--- config.mk ---
export PLATFORM = sky130hd
export DESIGN_NAME = sva_fail_report_arbiter
export DESIGN_NICKNAME = d
export VERILOG_FILES = /design/src/rtl/sva_fail_report_arbiter_pkg.sv /design/src/rtl/sva_fail_report_arbiter_rr.sv /design/src/rtl/sva_fail_report_arbiter.sv
export SDC_FILE = /design/constraint.sdc
export NUM_CORES = 1
export LEC_CHECK = 0
export CAP_MARGIN = 20
export CORE_ASPECT_RATIO = 1.75
export CORE_MARGIN = 1.5
export CORE_UTILIZATION = 52
export DETAILED_ROUTE_END_ITERATION = 10
export GPL_TIMING_DRIVEN = 0
export PLACE_DENSITY = 0.77
export RECOVER_POWER = 50
export SLEW_MARGIN = 25
export SYNTH_ARGS = -nofsm -noshare
export SYNTH_HDL_FRONTEND = slang
export SYNTH_SLANG_ARGS = --single-unit
export TNS_END_PERCENT = 5
--- constraint.sdc ---
create_clock -name clk -period 2.5 [get_ports clk]
set_input_delay 0.375 -clock clk [delete_from_list [all_inputs] [get_ports clk]]
set_output_delay 0.375 -clock clk [all_outputs]
set_load 0.005 [all_outputs]
--- src/rtl/sva_fail_report_arbiter_pkg.sv ---
// ------------------------------------------------------------------------
// sva_rpt_pkg : shared report type and arithmetic helpers.  Rev 1.0
// ------------------------------------------------------------------------
`default_nettype none

package sva_rpt_pkg;

  localparam int C_N_SRC = 4;
  localparam int C_CNT_W = 8;
  localparam int C_ID_W  = (C_N_SRC > 1) ? $clog2(C_N_SRC) : 1;

  typedef struct packed {
    logic [C_ID_W-1:0]  id;
    logic [C_CNT_W-1:0] cnt;
    logic               ovf;
  } rpt_t;

  function automatic logic [5:0] popcount(input logic [31:0] v);
    logic [5:0] n;
    n = '0;
    for (int i = 0; i < 32; i++) n = n + 6'(v[i]);
    return n;
  endfunction

  // Sum clipped to the largest value representable in 'width' bits (width <= 32).
  function automatic logic [31:0] sat_add(input logic [31:0] a, input logic [31:0] b,
                                          input int width);
    logic [32:0] s;
    logic [32:0] mx;
    s  = {1'b0, a} + {1'b0, b};
    mx = (33'd1 << width) - 33'd1;
    return (s > mx) ? mx[31:0] : s[31:0];
  endfunction

endpackage

`default_nettype wire

--- src/rtl/sva_fail_report_arbiter_rr.sv ---
// ------------------------------------------------------------------------
// rr_arbiter : combinational round-robin pick, search starts after ptr.  Rev 1.0
// ------------------------------------------------------------------------
`default_nettype none

module rr_arbiter #(
  parameter int N    = 4,
  parameter int ID_W = (N > 1) ? $clog2(N) : 1
) (
  input  logic [N-1:0]    req,
  input  logic [ID_W-1:0] ptr,
  output logic [ID_W-1:0] gnt_idx,
  output logic            gnt_any
);

  always_comb begin
    int idx;
    logic [ID_W-1:0] w_idx;
    gnt_idx = '0;
    gnt_any = 1'b0;
    idx     = 0;
    w_idx   = '0;
    for (int k = 1; k <= N; k++) begin
      idx   = (int'(ptr) + k) % N;
      w_idx = ID_W'(idx);
      if (!gnt_any && req[w_idx]) begin
        gnt_any = 1'b1;
        gnt_idx = w_idx;
      end
    end
  end

endmodule

`default_nettype wire

--- src/rtl/sva_fail_report_arbiter.sv ---
// ------------------------------------------------------------------------
// sva_fail_report_arbiter : coalesces assertion fail pulses onto one report channel.  Rev 1.0
// ------------------------------------------------------------------------
`default_nettype none

module sva_fail_report_arbiter
  import sva_rpt_pkg::*;
#(
  parameter int N_SRC = 4,
  parameter int CNT_W = 8,
  parameter int TOT_W = 16,
  localparam int ID_W = (N_SRC > 1) ? $clog2(N_SRC) : 1
) (
  input  logic             clk,
  input  logic             rst_n,
  input  logic [N_SRC-1:0] fail_pulse,
  input  logic             clr,
  output logic             rpt_valid,
  input  logic             rpt_ready,
  output logic [ID_W-1:0]  rpt_id,
  output logic [CNT_W-1:0] rpt_cnt,
  output logic             rpt_ovf,
  output logic [TOT_W-1:0] total_fail
);

  localparam logic [CNT_W-1:0] c_cnt_max = '1;

  logic [CNT_W-1:0] r_pend [N_SRC];
  logic [N_SRC-1:0] r_ovf;
  logic [ID_W-1:0]  r_rr_ptr;
  logic [N_SRC-1:0] w_pend_nz;
  logic [ID_W-1:0]  w_gnt;
  logic             w_gnt_any;
  logic             w_load;
  logic [TOT_W-1:0] w_total_nxt;

  for (genvar i = 0; i < N_SRC; i++) begin : g_nz
    assign w_pend_nz[i] = (r_pend[i] != '0);
  end

  rr_arbiter #(.N(N_SRC), .ID_W(ID_W)) u_rr (
    .req     (w_pend_nz),
    .ptr     (r_rr_ptr),
    .gnt_idx (w_gnt),
    .gnt_any (w_gnt_any)
  );

  // Only counts already registered can be granted; this cycle's pulses land next cycle.
  assign w_load      = (!rpt_valid || rpt_ready) && w_gnt_any;
  assign w_total_nxt = TOT_W'(sat_add(32'(total_fail), 32'(popcount(32'(fail_pulse))), TOT_W));

  always_ff @(posedge clk or negedge rst_n) begin
    if (!rst_n) begin
      for (int i = 0; i < N_SRC; i++) r_pend[i] <= '0;
      r_ovf      <= '0;
      total_fail <= '0;
    end else if (clr) begin
      for (int i = 0; i < N_SRC; i++) r_pend[i] <= '0;
      r_ovf      <= '0;
      total_fail <= '0;
    end else begin
      total_fail <= w_total_nxt;
      for (int i = 0; i < N_SRC; i++) begin
        if (w_load && (w_gnt == ID_W'(i))) begin
          r_pend[i] <= fail_pulse[i] ? CNT_W'(1) : '0;
          r_ovf[i]  <= 1'b0;
        end else if (fail_pulse[i]) begin
          if (r_pend[i] != c_cnt_max) r_pend[i] <= r_pend[i] + CNT_W'(1);
          else                        r_ovf[i]  <= 1'b1;
        end
      end
    end
  end

  always_ff @(posedge clk or negedge rst_n) begin
    if (!rst_n) begin
      r_rr_ptr  <= ID_W'(N_SRC - 1);
      rpt_valid <= 1'b0;
      rpt_id    <= '0;
      rpt_cnt   <= '0;
      rpt_ovf   <= 1'b0;
    end else if (clr) begin
      rpt_valid <= 1'b0;
    end else if (w_load) begin
      r_rr_ptr  <= w_gnt;
      rpt_valid <= 1'b1;
      rpt_id    <= w_gnt;
      rpt_cnt   <= r_pend[w_gnt];
      rpt_ovf   <= r_ovf[w_gnt];
    end else if (rpt_valid && rpt_ready) begin
      rpt_valid <= 1'b0;
    end
  end

endmodule

`default_nettype wire

==> reports/summary.txt, run 1 <==
Status: finished with violations
Failing checks: capacitance limit, slew limit, setup timing
P&R area growth vs syn: 31.04%
CTS Buf Count: 9
Critical path class: flip-flop to flip-flop
Type of origin of the critical path: flip-flop
Worst path bufs/invs: 2
Die W: 66.81 µm
Final net count: 465
Critical path capture point type: flip-flop
Share of cells above drive strength 1: 20.44%
DRC: 0
Number of vias per cell: 6.137
First-pass GRT wire length: 16760 µm
Slew @ Worst Pin: 1.644 ns
Root buffer cell: clkbuf_16
Critical Path Slowest Stage Cell: or4_4
Synthesized area: 0.003705 mm²
Setup WS post-layout: -0.06018 ns
Initial antenna violation count: 0
Largest net degree at the start of global routing: 38
Die Y: 114.7 µm
RSZ-0062 raised after global routing: true
GP Congestion: 0.8943
Commonest non-fill, non-tap cell in the layout: dfrtp_1
Filler Cell Count: 526
PwrDens: 857.2 mW/mm²
Pleak: 2.040 nW
Worst-path fanout max: 10
1st-iter DRT viols: 198
Tmin final: 2.560 ns
Post-DP Area: 0.004208 mm²
Die Area: 0.007660 mm²
Pint: 2.801 mW
Final Hold Violating Endpoints: 0
Row count: 40
Slew Viols, Final: 31
Final clock skew: 0.005402 ns
All-Layer GR Usage: 29.63%
Mean area per synthesized cell: 9.673 µm²
Vias: 3277
Hold Crit Class: input pin to flip-flop
Asr flop ratio synth: 100.0%
Fmax: 0.3906 GHz
Main synth FF type: dfrtp_1
VDD IR max: 0.0006373 V
H-Tree Depth: 3
Effective utilization at floorplan: 54.03%
Slew headroom: -9.569%
Yosys Warn Count: 0
Final core occ: 70.80%
Sequential share of the synthesized area: 44.65%
Antenna cells: 0
CP Cell Sequence: or4_4 -> o211a_1 -> a311o_1 -> a21o_1 -> buf_6 -> buf_4 -> mux2i_1 -> a221oi_2
Placed Cells: 503
Post-route antenna net violation count: 0
Drt first pass iters: 5
Synthesized flop and latch total: 66
Worst endpoint data arrival time: 2.79 ns
Post-Layout Cell Count: 534
Sequential share of power: 32.8%
Comb power frac: 36.6%
Clock Sinks: 66
Worst Path Required: 2.73 ns
CP max stage delay: 0.57 ns
Fin crit share: 102.4%
CTS tree: done
Vias in the first global route: 3507
Clock Latency Late Sink: 0.34 ns
Core area: 0.006857 mm²
P_sw: 1.360 mW
GRT overflow: 0
Clock network power share: 30.7%
Kind of cell adding the most delay to the critical path: compound AO/OA/AOI/OAI gates
Net Sw Frac: 32.69%
Number of synthesized flops with an enable pin: 0
WL final: 10300 µm
Sum Neg Setup Slack: -0.3579 ns
Max-Cap Viols: 1
Design area: 0.004855 mm²
Final setup fails: 19
Synthesized net count: 403
Cells after synthesis: 383
Most frequent cells in the layout: dfrtp_1, nor2_1, clkdlybuf4s50_1
Drt wl/cell: 19.28 µm
Top Ports: 36
Post-synth cell types: 49
Post-DP HPWL: 7069 µm
Longest Clk Path Bufs: 2
Clock transition at path regs: 0.05 ns
# port buffers: 35
worst paths after layout:
kind / to / cells past startpoint / slack, ns / from
min reg2reg: r_ovf[2] / 2 / 0.51 / r_ovf[2]
max in group asynchronous: r_rr_ptr[0] / 3 / 0.41 / rst_n
max reg2reg: rpt_ovf / 8 / -0.06 / r_pend[5]
max: rpt_ovf / 8 / -0.06 / r_pend[5]
min: r_ovf[1] / 3 / 0.33 / fail_pulse[1]
min in group asynchronous: r_pend[20] / 2 / 0.99 / rst_n
sequential cells by signal, indices dropped and copies added, names as in the netlist:
| signal | flops |
|---|---|
| r_rr_ptr | 2 |
| rpt_valid | 1 |
| rpt_id | 2 |
| r_ovf | 4 |
| rpt_ovf | 1 |
| rpt_cnt | 8 |
| r_pend | 32 |
| total_fail | 16 |
worst reg2reg max path, stage by stage (launching register included):
cell and delay (ns):
dfrtp_1 0.42, or4_4 0.57, o211a_1 0.22, a311o_1 0.30
a21o_1 0.20, buf_6 0.16, buf_4 0.14, mux2i_1 0.17
a221oi_2 0.29
routing by layer:
metal  vias to the layer above  routed length, µm  global-route usage, %
li1                       1497                  -                      -
met2                       118               5600                  53.33
met5                         -                  0                      0
met1                      1613               3501                  29.28
met3                        49                549                  7.473
met4                         0                646                  18.10
synth_stat cells, types with 3 or more instances:
cell	count	area share, %
nor2_1	54	5.5
nand2b_1	3	0.51
nor4_1	4	0.68
and2_1	3	0.51
o31ai_1	3	0.61
nand4_1	19	3.2
xnor2_1	10	2.4
inv_1	21	2.1
o311ai_0	3	0.71
mux2i_1	21	5.7
clkbuf_1	8	0.81
a221oi_1	9	2.1
dfrtp_1	64	43
a21oi_1	28	3.8
nand2_1	20	2.0
nor2b_1	4	0.68
and3_1	9	1.5
nor3b_1	3	0.61
ha_1	9	3.0
nand3_1	15	2.0
xor2_1	24	5.7
fa_1	3	1.6
nor3_1	9	1.2
and4_1	3	0.71
power by group through the flow:
| stage | Clock [mW] | Combinational [mW] | Sequential [mW] |
|---|---|---|---|
| final | 1.28 | 1.52 | 1.36 |
| after global routing | 1.34 | 1.65 | 1.38 |
| after CTS | 1.29 | 1.40 | 1.36 |
| after detailed placement | 0 | 1.25 | 1.38 |
| after global placement | 0 | 1.22 | 1.37 |
| after floorplan | 0 | 0.783 | 1.36 |
layout make-up:
class | count | area, µm² | area share [%]
Clock inverter | 2 | 35.03 | 0.7216
Multi-Input combinational cell | 285 | 2131 | 43.89
Clock buffer | 14 | 264.0 | 5.438
Tap cell | 84 | 105.1 | 2.165
Sequential cell | 66 | 1658 | 34.15
Buffer | 11 | 85.08 | 1.753
Timing Repair Buffer | 51 | 498.0 | 10.26
Inverter | 21 | 78.83 | 1.624
cells by family after synthesis:
| family | after synthesis | share of synthesized area [%] |
|---|---|---|
| compound gates | 67 | 12.50 |
| xor+xnor | 34 | 8.038 |
| fa+ha+maj | 12 | 4.661 |
| buf+inv | 32 | 4.087 |
| flops | 66 | 44.65 |
| mux | 21 | 5.674 |
| simple gates | 151 | 20.40 |
per-stage QoR:
| stage | hold slack [ns] | total power, mW | setup slack, ns |
|---|---|---|---|
| floorplan | 0.07941 | 2.145 | -0.1559 |
| global placement | 0.4833 | 2.589 | -1.139 |
| detailed placement | 0.3326 | 2.626 | -0.9986 |
| CTS | 0.3218 | 4.051 | -0.09602 |
| global route | 0.3588 | 4.368 | -0.1470 |
| finish | 0.3338 | 4.161 | -0.06018 |
repair_timing:
item	in CTS	in global routing
cloned	1	0
setup endpoints to repair	62	61
buffers inserted	12	1
pin swaps	11	17
hold buffers	1	0
endpoints found under the hold margin	29	0
gates resized for setup	46	33
(Power assumes the default switching activity.)
==> run 2, diff against run 1 <==
--- a/config.mk
+++ b/config.mk
@@ -8,10 +8,11 @@
 export CAP_MARGIN = 20
 export CORE_ASPECT_RATIO = 1.75
 export CORE_MARGIN = 1.5
-export CORE_UTILIZATION = 52
+export CORE_UTILIZATION = 55
 export DETAILED_ROUTE_END_ITERATION = 10
+export DONT_BUFFER_PORTS = 1
 export GPL_TIMING_DRIVEN = 0
-export PLACE_DENSITY = 0.77
+export PLACE_DENSITY = 0.73
 export RECOVER_POWER = 50
 export SLEW_MARGIN = 25
 export SYNTH_ARGS = -nofsm -noshare
==> reports/summary.txt, run 2 (synthesis results as in run 1) <==
Tmin final: 2.642 ns (was 2.560 ns)
Commonest non-fill, non-tap cell in the layout: dfrtp_1 (unchanged)
P&R area growth vs syn: 18.27% (was 31.04%)
Final net count: 430 (was 465)
Critical path capture point type: flip-flop (unchanged)
Root buffer cell: clkbuf_16 (unchanged)
GP Congestion: 0.9487 (was 0.8943)
Min-Delay Endpoint: r_ovf[3] (was r_ovf[1])
Vias in the first global route: 3271 (was 3507)
Hold Crit Class: input pin to flip-flop (unchanged)
Core area: 0.006539 mm² (was 0.006857 mm²)
Share of cells above drive strength 1: 17.83% (was 20.44%)
Pre-CTS setup slack: -0.4366 ns (was -0.9986 ns)
Slew @ Worst Pin: 1.646 ns (was 1.644 ns)
Biggest regs: r_pend x32, total_fail x16, rpt_cnt x8 (unchanged)
Worst-path fanout max: 7 (was 10)
GRT overflow: 0 (unchanged)
Effective utilization at floorplan: 56.66% (was 54.03%)
Antenna cells: 0 (unchanged)
Sum Neg Setup Slack: -0.8279 ns (was -0.3579 ns)
PwrDens: 880.9 mW/mm² (was 857.2 mW/mm²)
R2R Setup Slk: -0.14 ns (was -0.06 ns)
Slew headroom: -9.747% (was -9.569%)
Type of origin of the critical path: flip-flop (unchanged)
Max-Cap Viols: 1 (unchanged)
Hold Crit Depth: 2 (was 3)
Post-DP HPWL: 6704 µm (was 7069 µm)
DRC: 0 (unchanged)
Fin crit share: 105.7% (was 102.4%)
Drt wl/cell: 19.22 µm (was 19.28 µm)
Max reg flops: 32 (unchanged)
R2R Path Start: r_pend[24] (was r_pend[5])
Clock Latency Late Sink: 0.34 ns (about the same)
Worst Path Required: 2.69 ns (was 2.73 ns)
Post-route antenna net violation count: 0 (unchanged)
Number of vias per cell: 6.195 (was 6.137)
CP max stage delay: 0.45 ns (was 0.57 ns)
Worst endpoint data arrival time: 2.84 ns (was 2.79 ns)
H-Tree Depth: 3 (unchanged)
Post-DP Area: 0.003837 mm² (was 0.004208 mm²)
VDD IR max: 0.0004444 V (was 0.0006373 V)
Design area: 0.004382 mm² (was 0.004855 mm²)
CP Cell Sequence: inv_1 -> ha_1 -> nor3b_2 -> and2_1 -> a311o_1 -> a21oi_2 -> buf_2 -> o32a_1 -> o311ai_0 (was or4_4 -> o211a_1 -> a311o_1 -> a21o_1 -> buf_6 -> buf_4 -> mux2i_1 -> a221oi_2)
RSZ-0062 raised after global routing: true (unchanged)
Status: finished with violations (unchanged)
Pleak: 1.894 nW (was 2.040 nW)
Die Y: 111.6 µm (was 114.7 µm)
Final Hold Violating Endpoints: 0 (unchanged)
Initial antenna violation count: 0 (unchanged)
Final clock skew: 0.008904 ns (was 0.005402 ns)
First-pass GRT wire length: 15600 µm (was 16760 µm)
Critical path class: flip-flop to flip-flop (unchanged)
Setup WS post-layout: -0.1419 ns (was -0.06018 ns)
All-Layer GR Usage: 28.26% (was 29.63%)
Clock Sinks: 66 (unchanged)
R2R depth: 9 (was 8)
Most frequent cells in the layout: dfrtp_1, nor2_1, xor2_1 (was dfrtp_1, nor2_1, clkdlybuf4s50_1)
Final setup fails: 20 (was 19)
Clock transition at path regs: 0.05 ns (about the same)
CTS Buf Count: 9 (unchanged)
Top reg by flops: r_pend (unchanged)
Drt first pass iters: 5 (unchanged)
Failing checks: capacitance limit, slew limit, setup timing (unchanged)
Top Ports: 36 (unchanged)
Die Area: 0.007257 mm² (was 0.007660 mm²)
1st-iter DRT viols: 157 (was 198)
Critical Path Slowest Stage Cell: dfrtp_2 (was or4_4)
Row count: 39 (was 40)
Longest Clk Path Bufs: 2 (unchanged)
# port buffers: 0 (was 35)
Final core occ: 67.01% (was 70.80%)
Worst hold path startpoint: fail_pulse[3] (was fail_pulse[1])
R2R Path End: r_pend[16] (was rpt_ovf)
Die W: 65.04 µm (was 66.81 µm)
Largest net degree at the start of global routing: 67 (was 38)
CTS tree: done (unchanged)
WL final: 9553 µm (was 10300 µm)
Vias: 3079 (was 3277)
Fmax: 0.3785 GHz (was 0.3906 GHz)
Slew Viols, Final: 67 (was 31)
-- run 2: worst max path at each step --
stage	from	endpoint	slack, ns	cells after the start
floorplan	fail_pulse[0]	total_fail[10]	-0.16	11
global placement	r_pend[0]	r_ovf[1]	-0.35	8
detailed placement	r_pend[0]	r_pend[22]	-0.44	8
CTS	r_pend[0]	rpt_cnt[3]	-0.05	10
global route	r_pend[24]	r_pend[27]	-0.16	8
finish	r_pend[24]	r_pend[16]	-0.14	9
-- run 2: critical path, delay by kind of cell (launching register included) --
| family | cells | cell delay, ns |
|---|---|---|
| flip-flops | 1 | 0.45 |
| adder cells (fa/ha/maj) | 1 | 0.17 |
| AND/OR/NAND/NOR | 2 | 0.54 |
| AO/OA/AOI/OAI | 4 | 1.03 |
| buffers and inverters | 2 | 0.31 |
-- run 2: timing repair --
action | CTS | global route
endpoints found under the setup margin | 46 | 57
gates cloned | 0 | 1
buffers inserted | 11 | 2
hold buffers | 2 | 0
resized for setup | 18 | 21
endpoints found under the hold margin | 66 | 0
pin swaps | 5 | 6
-- run 2: layer usage --
metal / vias up / routed length (µm) / track usage, %
met5: - / 0 / 0
met3: 38 / 536 / 8.081
met4: 0 / 485 / 14.72
li1: 1434 / - / -
met1: 1486 / 3314 / 27.93
met2: 121 / 5217 / 51.68
-- run 2: power breakdown --
group | internal, mW | total (mW) | switching [mW]
clock | 0.719 | 1.15 | 0.435
combinational | 0.573 | 1.31 | 0.735
sequential | 1.24 | 1.40 | 0.162
-- run 2: cell type report --
cell class | instances | area [µm²]
timing repair buffer | 16 | 121.4
sequential | 66 | 1662
tap | 82 | 102.6
clock inverter | 3 | 15.01
fill | 536 | 2157
inverter | 21 | 78.83
clock buffer | 13 | 260.3
multi-input combinational | 285 | 2057
buffer | 11 | 85.08
-- run 2: stage by stage --
| step | total power [mW] | cells | hold WS, ns |
|---|---|---|---|
| final | 3.860 | 497 | 0.1990 |
| after global routing | 4.035 | 497 | 0.1992 |
| after CTS | 3.743 | 494 | 0.1920 |
| after detailed placement | 2.393 | 465 | 0.08081 |
| after global placement | 2.372 | 465 | 0.08107 |
| after floorplan | 2.145 | 383 | 0.07941 |
==> run 3, diff against run 2 <==
--- a/config.mk
+++ b/config.mk
@@ -11,7 +11,7 @@
 export CORE_UTILIZATION = 55
 export DETAILED_ROUTE_END_ITERATION = 10
 export DONT_BUFFER_PORTS = 1
-export GPL_TIMING_DRIVEN = 0
+export GPL_TIMING_DRIVEN = 1
 export PLACE_DENSITY = 0.73
 export RECOVER_POWER = 50
 export SLEW_MARGIN = 25
==> reports/summary.txt, run 3 (synthesis results as in run 1) <==
Initial antenna violation count: 0 (unchanged)
Filler Cell Count: 500 (was 536)
Final core occ: 70.09% (was 67.01%)
Drt first pass iters: 4 (was 5)
CTS tree: done (unchanged)
Hold Crit Class: input pin to flip-flop (unchanged)
Share of cells above drive strength 1: 22.73% (was 17.83%)
Drt wl/cell: 19.35 µm (was 19.22 µm)
Final Hold Violating Endpoints: 0 (unchanged)
Core area: 0.006539 mm² (unchanged)
Biggest regs: r_pend x32, total_fail x16, rpt_cnt x8 (unchanged)
GRT overflow: 0 (unchanged)
Die Area: 0.007257 mm² (unchanged)
Register area: 0.001654 mm² (was 0.001662 mm²)
Die W: 65.04 µm (unchanged)
Status: finished with violations (unchanged)
Max reg flops: 32 (unchanged)
Placed Cells: 503 (was 465)
Longest Clk Path Bufs: 2 (unchanged)
Metal3 WL: 442 µm (was 536 µm)
Vias in the first global route: 3384 (was 3271)
Worst Path Required: 2.72 ns (was 2.69 ns)
P&R area growth vs syn: 23.71% (was 18.27%)
Worst endpoint data arrival time: 2.68 ns (was 2.84 ns)
Die Y: 111.6 µm (unchanged)
DRC: 0 (unchanged)
Critical path capture point type: flip-flop (unchanged)
1st-iter DRT viols: 209 (was 157)
Slew @ Worst Pin: 1.651 ns (was 1.646 ns)
Post-route antenna net violation count: 0 (unchanged)
Critical path class: flip-flop to flip-flop (unchanged)
H-Tree Depth: 3 (unchanged)
First-pass GRT wire length: 16220 µm (was 15600 µm)
Clock Latency Late Sink: 0.34 ns (about the same)
Met2 WL: 5545 µm (was 5217 µm)
Multi-input logic area: 0.002039 mm² (was 0.002057 mm²)
Post-Route M1 WL: 3543 µm (was 3314 µm)
Effective utilization at floorplan: 56.66% (unchanged)
Max-Cap Viols: 1 (unchanged)
Slew headroom: -10.05% (was -9.747%)
CTS Buf Count: 9 (unchanged)
Top Ports: 36 (unchanged)
Failing checks: capacitance limit, slew limit (was capacitance limit, slew limit, setup timing)
Post-DP Area: 0.004126 mm² (was 0.003837 mm²)
GP Congestion: 0.9265 (was 0.9487)
Type of origin of the critical path: flip-flop (unchanged)
Clock transition at path regs: 0.06 ns (was 0.05 ns)
Root buffer cell: clkbuf_16 (unchanged)
Vias: 3206 (was 3079)
Final net count: 455 (was 430)
Worst-path fanout max: 5 (was 7)
WL final: 10100 µm (was 9553 µm)
Largest net degree at the start of global routing: 67 (unchanged)
Design area: 0.004583 mm² (was 0.004382 mm²)
Number of vias per cell: 6.142 (was 6.195)
PwrDens: 868.4 mW/mm² (was 880.9 mW/mm²)
Fin crit share: 98.40% (was 105.7%)
Post-DP HPWL: 7309 µm (was 6704 µm)
VDD IR max: 0.0004213 V (was 0.0004444 V)
Clock Sinks: 66 (unchanged)
Final setup fails: 0 (was 20)
All-Layer GR Usage: 29.69% (was 28.26%)
Final clock skew: 0.008689 ns (was 0.008904 ns)
Tmin final: 2.460 ns (was 2.642 ns)
# port buffers: 0 (unchanged)
Worst Hold Slack: 0.09646 ns (was 0.1990 ns)
Fmax: 0.4065 GHz (was 0.3785 GHz)
Top reg by flops: r_pend (unchanged)
Antenna cells: 0 (unchanged)
Pleak: 2.053 nW (was 1.894 nW)
Most frequent cells in the layout: dfrtp_1, nor2_1, buf_4 (was dfrtp_1, nor2_1, xor2_1)
Highest metal used: met4 (unchanged)
RSZ-0062 raised after global routing: true (unchanged)
Commonest non-fill, non-tap cell in the layout: dfrtp_1 (unchanged)
Slew Viols, Final: 67 (unchanged)
Overall power: 3.980 mW (was 3.860 mW)
Post-Layout Cell Count: 522 (was 497)
Row count: 39 (unchanged)
-- run 3: changes by cell type in the layout (fill, tap and decap cells not counted), moves of 6 or more --
cell	change
a21oi_1	+6
a21oi_2	-7
buf_4	+35
clkbuf_1	-7
dfrtp_1	+6
dfrtp_2	-6
-- run 3: worst max-delay path, cell delays in order, from the launching register on --
cell,delay (ns)
dfrtp_1,0.38
or4_4,0.56
o211a_1,0.24
a311o_1,0.37
a21o_4,0.23
o31a_1,0.28
a311o_1,0.28
-- run 3: power breakdown --
group	internal (mW)	switching, mW
registers	1.23	0.143
logic	0.589	0.737
clock network	0.823	0.455
total	2.64	1.34
-- run 3: area by class of cell --
type / instances / area share (%)
flip-flops and latches: 66 / 36.09
inverters: 21 / 1.720
multi-input cells: 285 / 44.50
repair buffers: 52 / 8.763
clock buffers: 12 / 5.597
clock inverters: 4 / 1.092
well taps: 82 / 2.239
-- run 3: routing by layer --
metal	track usage [%]	vias to the layer above
li1	-	1483
met1	29.14	1580
met2	54.36	108
met3	6.263	35
met4	18.75	0
met5	0	-
-- run 3: through the flow --
stage               setup WS, ns  setup TNS (ns)
finish                   0.04002               0
global route            0.003161               0
CTS                    -0.006921       -0.006921
detailed placement       -0.2069          -2.976
global placement         -0.1411          -1.957
floorplan                -0.1559          -1.714
-- run 3: what timing repair did --
action                     4_1_cts  5_1_grt
hold endpoints to repair        66        0
setup endpoints to repair        7       30
hold buffers                     2        0
buffers inserted                 0        1
resized for setup                8       20
pin swaps                        6        7
cloned                           0        0
-- run 3: worst paths after layout --
check                      slack [ns]  startpoint  depth (start not counted)             to
setup / recovery                 0.04   r_pend[7]                          6     r_pend[24]
setup reg to reg                 0.04   r_pend[7]                          6     r_pend[24]
hold reg to reg                  0.50    r_ovf[2]                          2       r_ovf[2]
min in group asynchronous        1.05       rst_n                          2      r_pend[0]
hold / removal                    0.1         clr                          1  total_fail[9]
max in group asynchronous        0.43       rst_n                          2     r_pend[14]
